--- config.mk ---
export PLATFORM = sky130hd
export DESIGN_NAME = decode_stage
export DESIGN_NICKNAME = d
export VERILOG_FILES = /design/src/rtl/decode_stage_pkg.sv /design/src/rtl/decode_stage_imm_gen.sv /design/src/rtl/decode_stage.sv
export SDC_FILE = /design/constraint.sdc
export NUM_CORES = 1
export LEC_CHECK = 0
export CAP_MARGIN = 20
export CORE_ASPECT_RATIO = 0.5
export CORE_UTILIZATION = 43
export DETAILED_ROUTE_END_ITERATION = 6
export PLACE_DENSITY = 0.92
export SLEW_MARGIN = 25
export SYNTH_ARGS = -nofsm -noshare
export SYNTH_HDL_FRONTEND = slang
export SYNTH_SLANG_ARGS = --single-unit
--- constraint.sdc ---
create_clock -name clk -period 6.75 [get_ports clk]
set_input_delay 1.35 -clock clk [delete_from_list [all_inputs] [get_ports clk]]
set_output_delay 1.35 -clock clk [all_outputs]
set_load 0.05 [all_outputs]
--- src/rtl/decode_stage_pkg.sv ---
// rtl/decode_stage_pkg.sv - opcode, immediate-selector and NOP constants for the decode stage
package decode_stage_pkg;

  localparam int          XLEN_DEFAULT = 32;
  localparam logic [31:0] NOP_INST     = 32'h0000_0013;

  localparam logic [6:0] OP_LUI       = 7'b0110111;
  localparam logic [6:0] OP_AUIPC     = 7'b0010111;
  localparam logic [6:0] OP_JAL       = 7'b1101111;
  localparam logic [6:0] OP_JALR      = 7'b1100111;
  localparam logic [6:0] OP_BRANCH    = 7'b1100011;
  localparam logic [6:0] OP_LOAD      = 7'b0000011;
  localparam logic [6:0] OP_STORE     = 7'b0100011;
  localparam logic [6:0] OP_ARI_ITYPE = 7'b0010011;
  localparam logic [6:0] OP_ARI_RTYPE = 7'b0110011;
  localparam logic [6:0] OP_CSR       = 7'b1110011;

  typedef enum logic [2:0] {
    IMM_NONE = 3'd0,
    IMM_I    = 3'd1,
    IMM_S    = 3'd2,
    IMM_B    = 3'd3,
    IMM_U    = 3'd4,
    IMM_J    = 3'd5,
    IMM_Z    = 3'd6
  } imm_sel_t;

endpackage

--- src/rtl/decode_stage_imm_gen.sv ---
// rtl/decode_stage_imm_gen.sv - combinational immediate extraction and sign extension
module imm_gen
  import decode_stage_pkg::*;
#(
  parameter int XLEN = XLEN_DEFAULT
) (
  input  logic [31:0]     inst,
  input  imm_sel_t        imm_sel,
  output logic [XLEN-1:0] imm
);

  // Build the 32-bit signed value first so widening to XLEN is a plain sign extension.
  logic signed [31:0] raw;

  always_comb begin
    raw = '0;
    case (imm_sel)
      IMM_I:   raw = {{20{inst[31]}}, inst[31:20]};
      IMM_S:   raw = {{20{inst[31]}}, inst[31:25], inst[11:7]};
      IMM_B:   raw = {{19{inst[31]}}, inst[31], inst[7], inst[30:25], inst[11:8], 1'b0};
      IMM_U:   raw = {inst[31:12], 12'b0};
      IMM_J:   raw = {{11{inst[31]}}, inst[31], inst[19:12], inst[20], inst[30:21], 1'b0};
      IMM_Z:   raw = {27'b0, inst[19:15]};
      default: raw = '0;
    endcase
    imm = XLEN'(raw);
  end

endmodule

--- src/rtl/decode_stage.sv ---
// rtl/decode_stage.sv - fetch->execute pipeline register with decode, load-use interlock and flush
module decode_stage
  import decode_stage_pkg::*;
#(
  parameter int          XLEN     = XLEN_DEFAULT,
  parameter logic [31:0] NOP_INST = decode_stage_pkg::NOP_INST
) (
  input  logic            clk,
  input  logic            rst,
  input  logic            in_valid,
  output logic            in_ready,
  input  logic [XLEN-1:0] in_pc,
  input  logic [31:0]     in_inst,
  input  logic            flush,
  input  logic            ex_load_valid,
  input  logic [4:0]      ex_rd,
  output logic            out_valid,
  input  logic            out_ready,
  output logic [XLEN-1:0] out_pc,
  output logic [31:0]     out_inst,
  output logic [6:0]      opcode,
  output logic [2:0]      funct3,
  output logic            add_rshift_type,
  output logic [4:0]      rs1,
  output logic [4:0]      rs2,
  output logic [4:0]      rd,
  output logic [XLEN-1:0] imm,
  output logic            illegal
);

  logic     held_valid;
  logic     uses_rs1;
  logic     uses_rs2;
  logic     writes_rd;
  logic     supported;
  logic     hazard;
  imm_sel_t imm_sel;

  assign opcode          = out_inst[6:0];
  assign funct3          = out_inst[14:12];
  assign add_rshift_type = out_inst[30];

  always_comb begin
    imm_sel   = IMM_NONE;
    uses_rs1  = 1'b1;
    uses_rs2  = 1'b0;
    writes_rd = 1'b1;
    supported = 1'b1;
    case (opcode)
      OP_LUI, OP_AUIPC: begin
        imm_sel  = IMM_U;
        uses_rs1 = 1'b0;
      end
      OP_JAL: begin
        imm_sel  = IMM_J;
        uses_rs1 = 1'b0;
      end
      OP_JALR, OP_LOAD, OP_ARI_ITYPE: imm_sel = IMM_I;
      OP_CSR: begin
        // funct3[2] selects the immediate CSR forms, where the rs1 field is a 5-bit zimm
        if (funct3[2]) begin
          imm_sel  = IMM_Z;
          uses_rs1 = 1'b0;
        end else begin
          imm_sel = IMM_I;
        end
      end
      OP_STORE: begin
        imm_sel   = IMM_S;
        uses_rs2  = 1'b1;
        writes_rd = 1'b0;
      end
      OP_BRANCH: begin
        imm_sel   = IMM_B;
        uses_rs2  = 1'b1;
        writes_rd = 1'b0;
      end
      OP_ARI_RTYPE: uses_rs2 = 1'b1;
      default:      supported = 1'b0;
    endcase
  end

  assign rs1     = uses_rs1  ? out_inst[19:15] : 5'd0;
  assign rs2     = uses_rs2  ? out_inst[24:20] : 5'd0;
  assign rd      = writes_rd ? out_inst[11:7]  : 5'd0;
  assign illegal = held_valid & ~supported;

  assign hazard = held_valid & ex_load_valid & (ex_rd != 5'd0) &
                  ((uses_rs1 & (out_inst[19:15] == ex_rd)) |
                   (uses_rs2 & (out_inst[24:20] == ex_rd)));

  assign out_valid = held_valid & ~hazard & ~flush;
  assign in_ready  = flush | ~held_valid | (out_valid & out_ready);

  imm_gen #(.XLEN(XLEN)) u_imm_gen (
    .inst    (out_inst),
    .imm_sel (imm_sel),
    .imm     (imm)
  );

  always_ff @(posedge clk or posedge rst) begin
    if (rst) begin
      held_valid <= 1'b0;
      out_pc     <= '0;
      out_inst   <= NOP_INST;
    end else if (flush) begin
      held_valid <= 1'b0;
      out_inst   <= NOP_INST;
    end else if (in_valid && in_ready) begin
      held_valid <= 1'b1;
      out_pc     <= in_pc;
      out_inst   <= in_inst;
    end else if (out_valid && out_ready) begin
      held_valid <= 1'b0;
    end
  end

endmodule

==> results_dict.tcl <==
set metrics [dict create \
    status "finished, final reports clean" \
    viasPerCell 5.040 \
    tightest_slew_ns 0.9456 \
    worstPathArrival_ns 3.73 \
    fin_crit_sh 0.7532 \
    critPathKind "input pin to output pin" \
    grtUsageTotal 0.2377 \
    dr_total_vias 3246 \
    synth_top_cell_area_share 0.4076 \
    antenna_found_initial 0 \
    cts_buffers 9 \
    crit_required_ns 5.40 \
    rsz0062_at_grt "no" \
    drtPass1Iterations 4 \
    syn_avg_cell_area_um2 11.00 \
    wl_per_cell_um 16.82 \
    path_max_fanout 3 \
    drcViolationCount 0 \
    initial_core_util 0.4592 \
    final-setup-viol-count 0 \
    synth-edff-count 0 \
    detail-route-antenna-nets 0 \
    grt_overflow 0 \
    cts_sinks 65 \
    area_growth_pct 57.99 \
    fmax_ghz 0.1967 \
    syn_area_um2 3806 \
    drt_iter0_markers 132 \
    clockBufferDepth 2 \
    cts_resized 0 \
    drive_above_1_share 0.09962 \
    cts_tree "done" \
    synthTopCellsByArea "dfrtp_1 41%, nand2b_1 9.7%, mux2i_1 8.7%" \
    layout.nets 602 \
    cts_max_level 3 \
    seq_power_share 0.317 \
    rows 23 \
    synthArstFlopShare 1.000 \
    die_y_um 68.53 \
    grt_max_degree 70 \
    cts_hold_buf 0 \
    fin_tns_setup_ns 0 \
    core_um2 8288 \
    power_density_nw_per_um2 255.5 \
    globalplace.congestion 0.7663 \
    syn-num-nets 421 \
    net-switching-power_w 0.0006105 \
    postCtsSetupRepairBufs 0 \
    p_comb_frac 0.400 \
    yosysWarnings 0 \
    wl_um 10830 \
    die-area_um2 9254 \
    synth_largest_area_cell "dfrtp_1" \
    synthCells 346 \
    maxSlewHeadroom 0.3696 \
    finalMaxSlewViolations 0 \
    ys_ff_latch 65 \
    cts.root.buffer_cell "clkbuf_16" \
    maxCapViolCount 0 \
    grt_pass1_wl_um 16600 \
    max-vdd-ir-drop_mv 0.1955 \
    diodes 0 \
    clkPwrFrac 0.284 \
    synth-seq-area-share 0.4283 \
    ys_types 52 \
    worst_setup_path_start_kind "input pin" \
    setup.worst_path.end_class "output pin" \
    io_buffers 199 \
    dp_hpwl_um 7841 \
    finalHoldWorstSlack_ns 0.4903 \
    clock_latency_ns 0.33 \
    ios 200 \
    p_sw_frac 0.3974 \
    fp.dieW_um 135.1 \
    leakagePower_nw 2.648 \
    skew_ns 0.006336 \
    clk_pin_slew_ns 0.06 \
    min_path_type "flip-flop to flip-flop" \
    grt_pass1_vias 3256 \
    synth_ff_type "dfrtp_1" \
    fin_crit_ns 5.084 \
    intPower_w 0.0009258 \
    hold_viol 0 \
]
[layout by cell type, fill, tap and decap left out, drive strengths merged, types with 2 or more instances in the layout]
master | netlist | final
clkbuf | 10 | 10
nor2 | 8 | 8
inv | 5 | 7
nand4 | 2 | 2
nand2b | 59 | 59
o21ai | 4 | 4
a21oi | 6 | 6
clkdlybuf4s50 | 0 | 198
nand3 | 2 | 2
and2 | 17 | 17
buf | 22 | 4
a21o | 21 | 21
a22oi | 4 | 4
mux2i | 33 | 33
nor3 | 6 | 6
dfstp | 3 | 3
mux2 | 33 | 33
and4b | 2 | 2
dfrtp | 62 | 62
clkinv | 0 | 3
nand2 | 13 | 13
xor2 | 6 | 6
nor2b | 7 | 7
xnor2 | 4 | 4
[power by group through the flow]
stage	clock, W	sequential (W)	combinational (W)
6_report	0.000436	0.000487	0.000614
4_1_cts	0.000445	0.000487	0.000614
2_1_floorplan	0	0.000661	0.000231
3_3_place_gp	0	0.000488	0.000603
5_1_grt	0.000466	0.000494	0.000641
3_5_place_dp	0	0.000493	0.000611
[metrics by stage]
stage | cells | setup WS, ns | instance area (µm²) | power (W) | util
4_1_cts | 643 | 1.666 | 5979 | 0.001546 | 0.7215
3_3_place_gp | 627 | 1.763 | 5699 | 0.001091 | 0.6877
6_report | 644 | 1.666 | 6013 | 0.001536 | 0.7255
2_1_floorplan | 346 | 2.511 | 3806 | 0.0008914 | -
5_1_grt | 644 | 1.599 | 6013 | 0.001601 | 0.7255
3_5_place_dp | 627 | 1.688 | 5699 | 0.001104 | 0.6877
[cell usage after synthesis, types with 2 or more instances]
cell type,instances
o21ai_1,2
nor2b_1,7
o21ai_0,2
xnor2_1,4
inv_1,5
mux2i_1,33
mux2_1,21
nor2_1,8
nor3_2,2
buf_4,11
dfrtp_1,62
nor3_1,3
buf_12,3
nand2b_1,59
a21o_1,20
and2_2,5
dfstp_2,3
buf_2,2
xor2_1,6
a22oi_1,4
and2_1,12
a21oi_1,5
buf_6,5
nand2_1,13
clkbuf_1,10
mux2_2,12
nand3_1,2
[metal layers]
layer,share of wire,global-route usage
met1,0.41,0.2716
met5,0,0
met3,0.064,0.07968
met4,0.0060,0.06039
met2,0.52,0.4388
[flip-flops by register name, indices dropped and copies added, names as in the netlist]
name        cells
held_valid      1
out_inst       32
out_pc         32
[cell families (layout without fill, tap and decap cells)]
logic type	after synthesis	count (layout)	share of synthesized area
flip-flops	65	65	0.4283
AO/OA/AOI/OAI	43	43	0.08416
AND/OR/NAND/NOR	125	125	0.2094
multiplexers	66	66	0.1844
buffers and inverters	37	223	0.07068
XOR/XNOR	10	10	0.02301
[worst max-delay path, stage by stage]
cell	delay (ns)
clkdlybuf4s50_1	0.49
or4_1	0.55
o21ai_1	0.25
a21o_2	0.17
nor2b_1	0.13
clkdlybuf4s50_1	0.81
[path summary, 6_finish.rpt]
check                                             start  slack [ns]  cells after the start                  endpoint
max in group asynchronous                           rst        4.59                      3  out_inst[31]$_DFFE_PP0P_
worst min register to register   out_pc[14]$_DFFE_PP0P_        0.49                      1    out_pc[14]$_DFFE_PP0P_
worst max register to register  out_inst[4]$_DFFE_PP1P_        3.77                      6   out_inst[7]$_DFFE_PP0P_
worst max-delay path                           ex_rd[0]        1.67                      6                 out_valid
worst min-delay path             out_pc[14]$_DFFE_PP0P_        0.49                      1    out_pc[14]$_DFFE_PP0P_
min in group asynchronous                           rst        1.59                      3    out_pc[10]$_DFFE_PP0P_
[layout make-up]
| cell class | instances | area [µm²] |
|---|---|---|
| fillers | 614 | 2275 |
| repair buffers | 202 | 2029 |
| multi-input cells | 244 | 1914 |
| flip-flops and latches | 65 | 1630 |
| clock buffers | 10 | 229.0 |
| well taps | 112 | 140.1 |
| clock inverters | 6 | 51.30 |
| inverters | 5 | 18.77 |
No activity file was read; power rests on OpenSTA's default activity.
